$ cat src/rtl/h3_pkg.sv
// Shared defaults and helpers for the multi-hash H3 unit.
// Optional feature macro used by the top level: H3_PARITY_EN.
package h3_pkg;

    localparam int DEF_INPUT_WIDTH = 28;
    localparam int DEF_HASH_WIDTH  = 8;
    localparam int DEF_NUM_HASHES  = 2;
    localparam int DEF_GROUP_SIZE  = 7;

    // Groups needed to cover the input word; the last group may be short.
    localparam int NUM_GROUPS = (DEF_INPUT_WIDTH + DEF_GROUP_SIZE - 1) / DEF_GROUP_SIZE;

    typedef logic [DEF_HASH_WIDTH-1:0] hash_t;

    // $clog2 that never yields a zero-width select field.
    function automatic int safe_clog2(input int n);
        return (n <= 1) ? 1 : $clog2(n);
    endfunction

endpackage

$ cat src/rtl/h3_group_xor.sv
// Masked XOR of one group of input bits for one hash function.
// Padding bits of a short last group arrive as zero and contribute nothing.
module h3_group_xor
    import h3_pkg::*;
#(
    parameter int HASH_WIDTH = DEF_HASH_WIDTH,
    parameter int GROUP_SIZE = DEF_GROUP_SIZE
) (
    input  logic [GROUP_SIZE-1:0]            bits,
    input  logic [GROUP_SIZE*HASH_WIDTH-1:0] params,
    output logic [HASH_WIDTH-1:0]            partial
);

    // XOR the parameter row of every set input bit in this group.
    always_comb begin
        partial = '0;
        for (int k = 0; k < GROUP_SIZE; k++) begin
            if (bits[k]) begin
                partial = partial ^ params[k*HASH_WIDTH +: HASH_WIDTH];
            end
        end
    end

endmodule

$ cat src/rtl/h3_hash_multi.sv
// NUM_HASHES parallel H3 hashes of one input word, two-stage XOR reduction,
// valid/ready on both sides, runtime-writable hash parameters.
// Optional macro H3_PARITY_EN adds a registered per-hash parity output.
module h3_hash_multi
    import h3_pkg::*;
#(
    parameter int INPUT_WIDTH = DEF_INPUT_WIDTH,
    parameter int HASH_WIDTH  = DEF_HASH_WIDTH,
    parameter int NUM_HASHES  = DEF_NUM_HASHES,
    parameter int GROUP_SIZE  = DEF_GROUP_SIZE
) (
    input  logic                                clk,
    input  logic                                rst,
    input  logic                                cfg_we,
    input  logic [safe_clog2(NUM_HASHES)-1:0]   cfg_hash_sel,
    input  logic [safe_clog2(INPUT_WIDTH)-1:0]  cfg_bit_sel,
    input  logic [HASH_WIDTH-1:0]               cfg_value,
    input  logic                                inp_vld,
    output logic                                inp_rdy,
    input  logic [INPUT_WIDTH-1:0]              input_value,
    output logic                                outp_vld,
    input  logic                                outp_rdy,
    output logic [NUM_HASHES*HASH_WIDTH-1:0]    hash_result
`ifdef H3_PARITY_EN
    ,
    output logic [NUM_HASHES-1:0]               hash_parity
`endif
);

    localparam int N_GROUPS = (INPUT_WIDTH + GROUP_SIZE - 1) / GROUP_SIZE;
    localparam int PAD_W    = N_GROUPS * GROUP_SIZE;

    logic [HASH_WIDTH-1:0]            params      [NUM_HASHES][INPUT_WIDTH];
    logic [PAD_W*HASH_WIDTH-1:0]      par_flat    [NUM_HASHES];
    logic [PAD_W-1:0]                 in_pad;
    logic [HASH_WIDTH-1:0]            grp_partial [NUM_HASHES][N_GROUPS];
    logic [HASH_WIDTH-1:0]            s1_part     [NUM_HASHES][N_GROUPS];
    logic                             s1_vld;
    logic [NUM_HASHES*HASH_WIDTH-1:0] s2_next;
    logic                             s1_adv;
    logic                             s2_adv;
    logic                             cfg_hit;

    // Handshake: a word moves across an interface on a cycle where vld && rdy.
    // Each stage advances when it is empty or the stage after it is advancing,
    // so inp_rdy is purely combinational from outp_rdy and the two valid bits;
    // a full pipeline therefore buffers exactly two words under backpressure.
    assign s2_adv  = !outp_vld || outp_rdy;
    assign s1_adv  = !s1_vld || s2_adv;
    assign inp_rdy = s1_adv;

    // Out-of-range writes are dropped rather than aliased onto a real entry.
    assign cfg_hit = cfg_we
                  && (32'(cfg_hash_sel) < NUM_HASHES)
                  && (32'(cfg_bit_sel) < INPUT_WIDTH);

    // Parameter table; an input accepted alongside a write sees the old value.
    always_ff @(posedge clk) begin
        if (rst) begin
            for (int h = 0; h < NUM_HASHES; h++) begin
                for (int i = 0; i < INPUT_WIDTH; i++) begin
                    params[h][i] <= '0;
                end
            end
        end else if (cfg_hit) begin
            params[cfg_hash_sel][cfg_bit_sel] <= cfg_value;
        end
    end

    // Zero-extend input and flatten parameter rows so every group is full width.
    assign in_pad = PAD_W'(input_value);

    // Flatten each hash's parameter rows; padding rows stay zero.
    always_comb begin
        for (int h = 0; h < NUM_HASHES; h++) begin
            par_flat[h] = '0;
            for (int i = 0; i < INPUT_WIDTH; i++) begin
                par_flat[h][i*HASH_WIDTH +: HASH_WIDTH] = params[h][i];
            end
        end
    end

    for (genvar h = 0; h < NUM_HASHES; h++) begin : g_hash
        for (genvar g = 0; g < N_GROUPS; g++) begin : g_group
            h3_group_xor #(
                .HASH_WIDTH (HASH_WIDTH),
                .GROUP_SIZE (GROUP_SIZE)
            ) u_group_xor (
                .bits    (in_pad[g*GROUP_SIZE +: GROUP_SIZE]),
                .params  (par_flat[h][g*GROUP_SIZE*HASH_WIDTH +: GROUP_SIZE*HASH_WIDTH]),
                .partial (grp_partial[h][g])
            );
        end
    end

    // Stage 1: capture per-group partials when the stage can advance.
    always_ff @(posedge clk) begin
        if (rst) begin
            s1_vld <= 1'b0;
            for (int h = 0; h < NUM_HASHES; h++) begin
                for (int g = 0; g < N_GROUPS; g++) begin
                    s1_part[h][g] <= '0;
                end
            end
        end else if (s1_adv) begin
            s1_vld <= inp_vld;
            if (inp_vld) begin
                s1_part <= grp_partial;
            end
        end
    end

    // Stage 2 combine: fold all partials of each hash together.
    always_comb begin
        s2_next = '0;
        for (int h = 0; h < NUM_HASHES; h++) begin
            for (int g = 0; g < N_GROUPS; g++) begin
                s2_next[h*HASH_WIDTH +: HASH_WIDTH] =
                    s2_next[h*HASH_WIDTH +: HASH_WIDTH] ^ s1_part[h][g];
            end
        end
    end

    // Stage 2 register: result holds while the consumer stalls.
    always_ff @(posedge clk) begin
        if (rst) begin
            outp_vld    <= 1'b0;
            hash_result <= '0;
        end else if (s2_adv) begin
            outp_vld <= s1_vld;
            if (s1_vld) begin
                hash_result <= s2_next;
            end
        end
    end

`ifdef H3_PARITY_EN
    logic [NUM_HASHES-1:0] par_next;

    // Parity of each next-cycle hash value.
    always_comb begin
        par_next = '0;
        for (int h = 0; h < NUM_HASHES; h++) begin
            par_next[h] = ^s2_next[h*HASH_WIDTH +: HASH_WIDTH];
        end
    end

    // Parity register shares the result register's load condition.
    always_ff @(posedge clk) begin
        if (rst) begin
            hash_parity <= '0;
        end else if (s2_adv && s1_vld) begin
            hash_parity <= par_next;
        end
    end
`endif

endmodule

$ cat config.mk
export PLATFORM = sky130hd
export DESIGN_NAME = h3_hash_multi
export DESIGN_NICKNAME = d
export VERILOG_FILES = /design/src/rtl/h3_pkg.sv /design/src/rtl/h3_group_xor.sv /design/src/rtl/h3_hash_multi.sv
export SDC_FILE = /design/constraint.sdc
export NUM_CORES = 1
export LEC_CHECK = 0
export BUFFER_PORTS_ARGS = -buffer_cell sky130_fd_sc_hd__clkbuf_2
export CAP_MARGIN = 20
export CELL_PAD_IN_SITES_DETAIL_PLACEMENT = 0
export CELL_PAD_IN_SITES_GLOBAL_PLACEMENT = 2
export CORE_ASPECT_RATIO = 1.5
export CORE_MARGIN = 2
export CORE_UTILIZATION = 40
export DETAILED_ROUTE_END_ITERATION = 6
export PLACE_DENSITY = 0.82
export SLEW_MARGIN = 30
export SYNTH_ARGS = -nofsm -noshare
export SYNTH_HDL_FRONTEND = slang
export SYNTH_SLANG_ARGS = --single-unit
$ cat constraint.sdc
create_clock -name clk -period 2.24 [get_ports clk]
set_input_delay 0.112 -clock clk [delete_from_list [all_inputs] [get_ports clk]]
set_output_delay 0.112 -clock clk [all_outputs]
set_load 0.01 [all_outputs]
---- Word level (Yosys, flattened, before mapping) ----
Memories as Yosys holds them, arrays and structs flattened.
Index checks and enable logic that the tools add are counted.
operators by class
  add/subtract/negate cells ............... 0
  multiply operators ...................... 0
  divide/modulo/power cells ............... 0
  magnitude comparators ................... 3
  equality and inequality tests ........... 0
  shift-type cells ........................ 0
  multiplexer cells ....................... 66
  bitwise gates (word level) .............. 55
  reductions and logical operators ........ 9
operators with widths
  operator            count
  $mux 224            3
  $mux 8              57
  $xor 8x8->8         54
  $reduce_or 224->1   1
  $demux 8 s5         1
  $ge 6x6->1 const B  1
  $lt 6x1->1 const B  1
  $not 5->6           1
  $lt 5x5->1 const B  1
  $mux 1              5
  $reduce_and 2->1    2
  $logic_and 1x1->1   2
  $logic_not 1->1     2
  $logic_or 1x1->1    2
storage, ports and cells
  flip-flop bits (word level) ............. 82
  bits in latches ......................... 0
  memory bits (writable) .................. 448
  bits in read-only memories .............. 0
  bits of input ports ..................... 47
  output and inout port bits .............. 18
  word-level logic and storage cells ...... 145
  memories ................................ 1
memories
  name    depth  bits a word  rd ports  clocked after Yosys merged registers in  wr ports  RTL line             source
  params  2      224          2         0                                        2         h3_hash_multi.sv:33  logic [HASH_WIDTH-1:0] params [NUM_HASHES][INPUT_WIDTH];

---- Longest topological paths before layout ----
An unclocked memory read counts as a cell.
  depth after elaboration ................. 14
  depth in mapped cells ................... 6
  mapped depth without buffers ............ 4

---- Modules after synthesis ----
From an unflattened synthesis, not the netlist that was laid out.
unflattened totals
  cells, all modules ...................... 2,061
  area total of the unflattened synthesis .. 25,375.6 µm²
modules (own cells, without submodules)
  module         instances  cells an instance  area each (µm²)  seq. area each (µm²)
  h3_hash_multi  1          1,301              19,199.7         15,094.5
  h3_group_xor   8          95                 772.0            0.0

---- Worst setup path after synthesis ----
OpenSTA, ideal clock, no wires.
  kind .................................... input to register
  start point ............................. input port cfg_bit_sel[4]
  end point ............................... memory params[1][136] (netlist name), enable pin
  library setup time ...................... 0.398 ns
  arrival time ............................ 1.855 ns
  data required time ...................... 1.842 ns
  slack ................................... -0.013 ns
  stages on the path ...................... 4
  buffers on the path ..................... 1
  cells stage by stage .................... buf_2 nor4b_4 nand3_2 o41ai_1
RTL lines
  item         RTL line             source
  from (decl)  h3_hash_multi.sv:16  input logic [safe_clog2(INPUT_WIDTH)-1:0] cfg_bit_sel,
  to (decl)    h3_hash_multi.sv:33

---- Worst setup path in the final report ----
  start point ............................. register outp_vld
  end point ............................... register s1_part[44] (netlist name)
on the way
  longest elaborated chain between the ends .. 4
ends and longest elaborated chain
  item                               RTL line              source
  from (decl)                        h3_hash_multi.sv:21   output logic outp_vld,
  from (signal assigned)             h3_hash_multi.sv:130  outp_vld <= s1_vld;
  $logic_not 1->1                    h3_hash_multi.sv:48   assign s2_adv = !outp_vld || outp_rdy;
  $logic_or 1x1->1                   h3_hash_multi.sv:48
  $logic_or 1x1->1                   h3_hash_multi.sv:49   assign s1_adv = !s1_vld || s2_adv;
  $reduce_and 2->1 (no source line)  -
  to (signal assigned)               h3_hash_multi.sv:108  s1_part <= grp_partial;
  to (decl)                          h3_hash_multi.sv:37   logic [HASH_WIDTH-1:0] s1_part [NUM_HASHES][N_GROUPS];
Every way passes these cells.
A chain may end at the register's enable or synchronous reset.

==> impl_metrics.prom <==
# TYPE chip_impl_metric gauge
chip_impl_metric{name="cellLeakagePower",unit="nW"} 11.1
chip_impl_metric{name="netlist_instances",unit=""} 1893
chip_impl_metric{name="synth_seq_cells",unit=""} 530
chip_impl_metric{name="final_critical_path_setup_slack",unit="ns"} 0.420
chip_impl_metric{name="r2r_setup_slack",unit="ns"} 0.42
chip_impl_metric{name="num_ports",unit=""} 65
chip_impl_metric{name="crit_arrival",unit="ns"} 2.33
chip_impl_metric{name="cts.clk_slew.worst_paths",unit="ns"} 0.07
chip_impl_metric{name="vias",unit=""} 14500
chip_impl_metric{name="powerDensity",unit="nW/µm²"} 872
chip_impl_info{name="tritoncts",value="yes"} 1
chip_impl_metric{name="post-route-period-util",unit=""} 0.812
chip_impl_metric{name="core",unit="µm²"} 61100
chip_impl_metric{name="ys_seq_area_frac",unit=""} 0.612
chip_impl_metric{name="postSynthAreaPerCell",unit="µm²"} 13.0
chip_impl_metric{name="max-slew-margin-rel",unit=""} 0.556
chip_impl_metric{name="drt-vias-per-instance",unit=""} 5.08
chip_impl_metric{name="floorplan.initialDensity",unit=""} 0.404
chip_impl_metric{name="irDropWorstVdd",unit="mV"} 0.619
chip_impl_metric{name="grt_start_max_net_pins",unit=""} 65
chip_impl_metric{name="first_iter_violations",unit=""} 1036
chip_impl_metric{name="cts_setup_buffers",unit=""} 0
chip_impl_metric{name="cp.required",unit="ns"} 2.75
chip_impl_metric{name="timing.fmax",unit="MHz"} 549
chip_impl_metric{name="ctsLongestPathBuffers",unit=""} 3
chip_impl_metric{name="compound_cell_area_share_of_the_yosys_netlist",unit=""} 0.0389
chip_impl_metric{name="ctsResizeCount",unit=""} 0
chip_impl_metric{name="dp_hpwl",unit="mm"} 49.6
chip_impl_info{name="element_type_at_the_critical_path_end",value="flip-flop"} 1
chip_impl_metric{name="synth-async-reset-ratio",unit=""} 0
chip_impl_metric{name="final-setup-viol-count",unit=""} 0
chip_impl_metric{name="timing.final.crit_period",unit="ns"} 1.82
chip_impl_metric{name="chipWidth",unit="µm"} 207
chip_impl_metric{name="via_count_of_the_first_global_routing_pass",unit=""} 15100
chip_impl_metric{name="wire_length_of_the_first_global_routing_pass",unit="mm"} 100
chip_impl_metric{name="yosys.area_share.adder",unit=""} 0
chip_impl_info{name="clk_root_buffer_cell",value="clkbuf_16"} 1
chip_impl_metric{name="stdcell_area",unit="µm²"} 28100
chip_impl_metric{name="port_buffers",unit=""} 64
chip_impl_info{name="rsz0062_at_grt",value="false"} 1
chip_impl_metric{name="die_height",unit="µm"} 308
chip_impl_metric{name="fin_setup_tns",unit="ns"} 0
chip_impl_info{name="run_status",value="completed"} 1
chip_impl_metric{name="routed_wirelength",unit="mm"} 68.4
chip_impl_info{name="synth_top_family_by_area",value="XOR/XNOR gates"} 1
chip_impl_metric{name="wl_per_cell",unit="µm"} 23.9
chip_impl_metric{name="floorplan.rows",unit=""} 111
chip_impl_metric{name="final_net_count",unit=""} 2072
chip_impl_metric{name="multiplexer_fraction_of_the_synthesized_cell_area",unit=""} 0
chip_impl_metric{name="synth-simple-area-share",unit=""} 0.144
chip_impl_metric{name="synth-xor-area-share",unit=""} 0.179
chip_impl_metric{name="postCtsHoldBufs",unit=""} 3
chip_impl_metric{name="area_post_placement",unit="µm²"} 26300
chip_impl_metric{name="cts_buffers",unit=""} 51
chip_impl_metric{name="detailedPlace.worstSlack",unit="ns"} 0.144
chip_impl_metric{name="clock_insertion_delay_worst_skew",unit="ns"} 0.61
chip_impl_info{name="worst_setup_path_start_kind",value="flip-flop"} 1
chip_impl_metric{name="die_area",unit="µm²"} 63700
chip_impl_metric{name="share_of_post_route_cells_with_drive_strength_above_1",unit=""} 0.140
chip_impl_info{name="criticalPathCategory",value="reg -> reg"} 1
chip_impl_metric{name="number_of_enable_flip_flop_cells_after_synthesis",unit=""} 448
chip_impl_metric{name="clock-sinks",unit=""} 530
chip_impl_metric{name="maxSlewViolCount",unit=""} 0
chip_impl_metric{name="gp_congestion",unit=""} 0.898
chip_impl_metric{name="syn_to_final_growth",unit="%"} 13.9
chip_impl_metric{name="path_max_fanout",unit=""} 16
chip_impl_metric{name="drt_pass1_iterations",unit=""} 5
chip_impl_metric{name="syn_nets",unit=""} 1940
chip_impl_metric{name="synthesis_warnings",unit=""} 0
chip_impl_info{name="synth_top_flop_cell",value="edfxtp_1"} 1
chip_impl_metric{name="ant_nets",unit=""} 0
chip_impl_metric{name="number_of_antenna_violations_at_the_first_check_in_global_routing",unit=""} 5
chip_impl_metric{name="fin_skew",unit="ns"} 0.0231
chip_impl_metric{name="synth_area",unit="µm²"} 24700
chip_impl_metric{name="tightest_slew",unit="ns"} 0.666
chip_impl_metric{name="global_route.overflow_total",unit=""} 0
chip_impl_info{name="min_path_type",value="in -> reg"} 1
chip_impl_metric{name="hold_viol_final",unit=""} 0
chip_impl_metric{name="htree_num_levels",unit=""} 2
chip_impl_metric{name="max_cap_viol_count",unit=""} 0
chip_impl_metric{name="yosys.cell_types.count",unit=""} 44
chip_impl_metric{name="final_core_utilization",unit=""} 0.460
chip_impl_metric{name="drcViolationCount",unit=""} 0
chip_impl_metric{name="grt_use_total",unit=""} 0.220
==> placed cells by master (no fill, tap or decap), drive strengths merged, types with 2 or more instances in the layout <==
cell	count
bufinv	6
nor3	11
nor2b	5
xnor2	176
o41ai	2
o21ai	39
and2	89
dlygate4sd3	3
o2bb2ai	64
nand2	496
nand3	13
a211oi	16
clkinv	14
a21oi	2
nor3b	3
dfxtp	82
nand4	4
clkbuf	131
buf	121
or2	5
inv	7
a41o	3
nand2b	2
clkinvlp	4
and3	9
o31ai	3
edfxtp	448
xnor3	128
nor2	175
==> per-layer routing <==
metal | part of all wire | track usage
met5 | 0.00086 | 0
met3 | 0.042 | 0.0303
met2 | 0.54 | 0.408
met4 | 0.043 | 0.0891
met1 | 0.38 | 0.253
==> layout make-up <==
type | count | area [µm²]
fillers | 5494 | 33000
flip-flops and latches | 530 | 15100
multi-input cells | 1251 | 8970
clock buffers | 67 | 1400
repair buffers | 188 | 1310
well taps | 791 | 990
clock inverters | 28 | 322
inverters | 3 | 11.3
diodes | 1 | 2.50
==> path summary, 6_finish.rpt <==
check / startpoint / endpoint / cells past startpoint
max: outp_vld / s1_part[44] / 5
min: cfg_value[1] / params[0][81] / 2
max reg2reg: outp_vld / s1_part[44] / 5
min reg2reg: s1_part[7] / s1_part[7] / 1
==> cells by family (layout without fill, tap and decap cells) <==
| kind of cell | count (synthesis) | count (layout) |
|---|---|---|
| AND/OR/NAND/NOR | 818 | 818 |
| flip-flops | 530 | 530 |
| XOR/XNOR | 304 | 304 |
| AO/OA/AOI/OAI | 129 | 129 |
| other | 0 | 1 |
| buffers and inverters | 112 | 286 |
==> cells in the mapped netlist, drive strengths merged (4+ instances only) <==
cell       n  share of area
clkbuf    49         0.0084
nor3      11         0.0040
nand2    496          0.076
nand3     13         0.0032
nor2     175          0.027
or2        5         0.0013
dfxtp     82          0.067
xnor2    176          0.063
o21ai     39         0.0079
xnor3    128           0.12
and3       9         0.0023
buf       60          0.017
o2bb2ai   64          0.023
nand4      4         0.0016
edfxtp   448           0.55
and2      89          0.023
a211oi    16         0.0049
nor2b      5         0.0013
==> registers in the layout, indices dropped and copies added, names as in the netlist <==
signal       flops
s1_part         64
outp_vld         1
s1_vld           1
hash_result     16
params         448
==> worst max-delay path, cell delays in order, from the launching register on <==
cell and delay, ns:
dfxtp_1 0.32, nor2b_1 0.28, nand2_1 0.20, a21oi_4 0.53, buf_12 0.23, o2bb2ai_1 0.13
==> power breakdown <==
part / switching, W / total (W) / internal [W] / leakage [nW]
registers: 0.000333 / 0.0118 / 0.0114 / 4.95
clock network: 0.00380 / 0.00891 / 0.00511 / 0.828
logic: 0.00198 / 0.00382 / 0.00184 / 5.35
total: 0.00611 / 0.0245 / 0.0184 / 11.1
==> per-stage QoR <==
step	hold slack, ns	total power, W	instances
floorplan	0.229	0.0145	1893
global placement	0.405	0.0158	2760
detailed placement	0.423	0.0158	2760
CTS	0.0364	0.0247	2858
global route	0.0635	0.0253	2859
finish	0.0508	0.0245	2859
(Power assumes the default switching activity.)
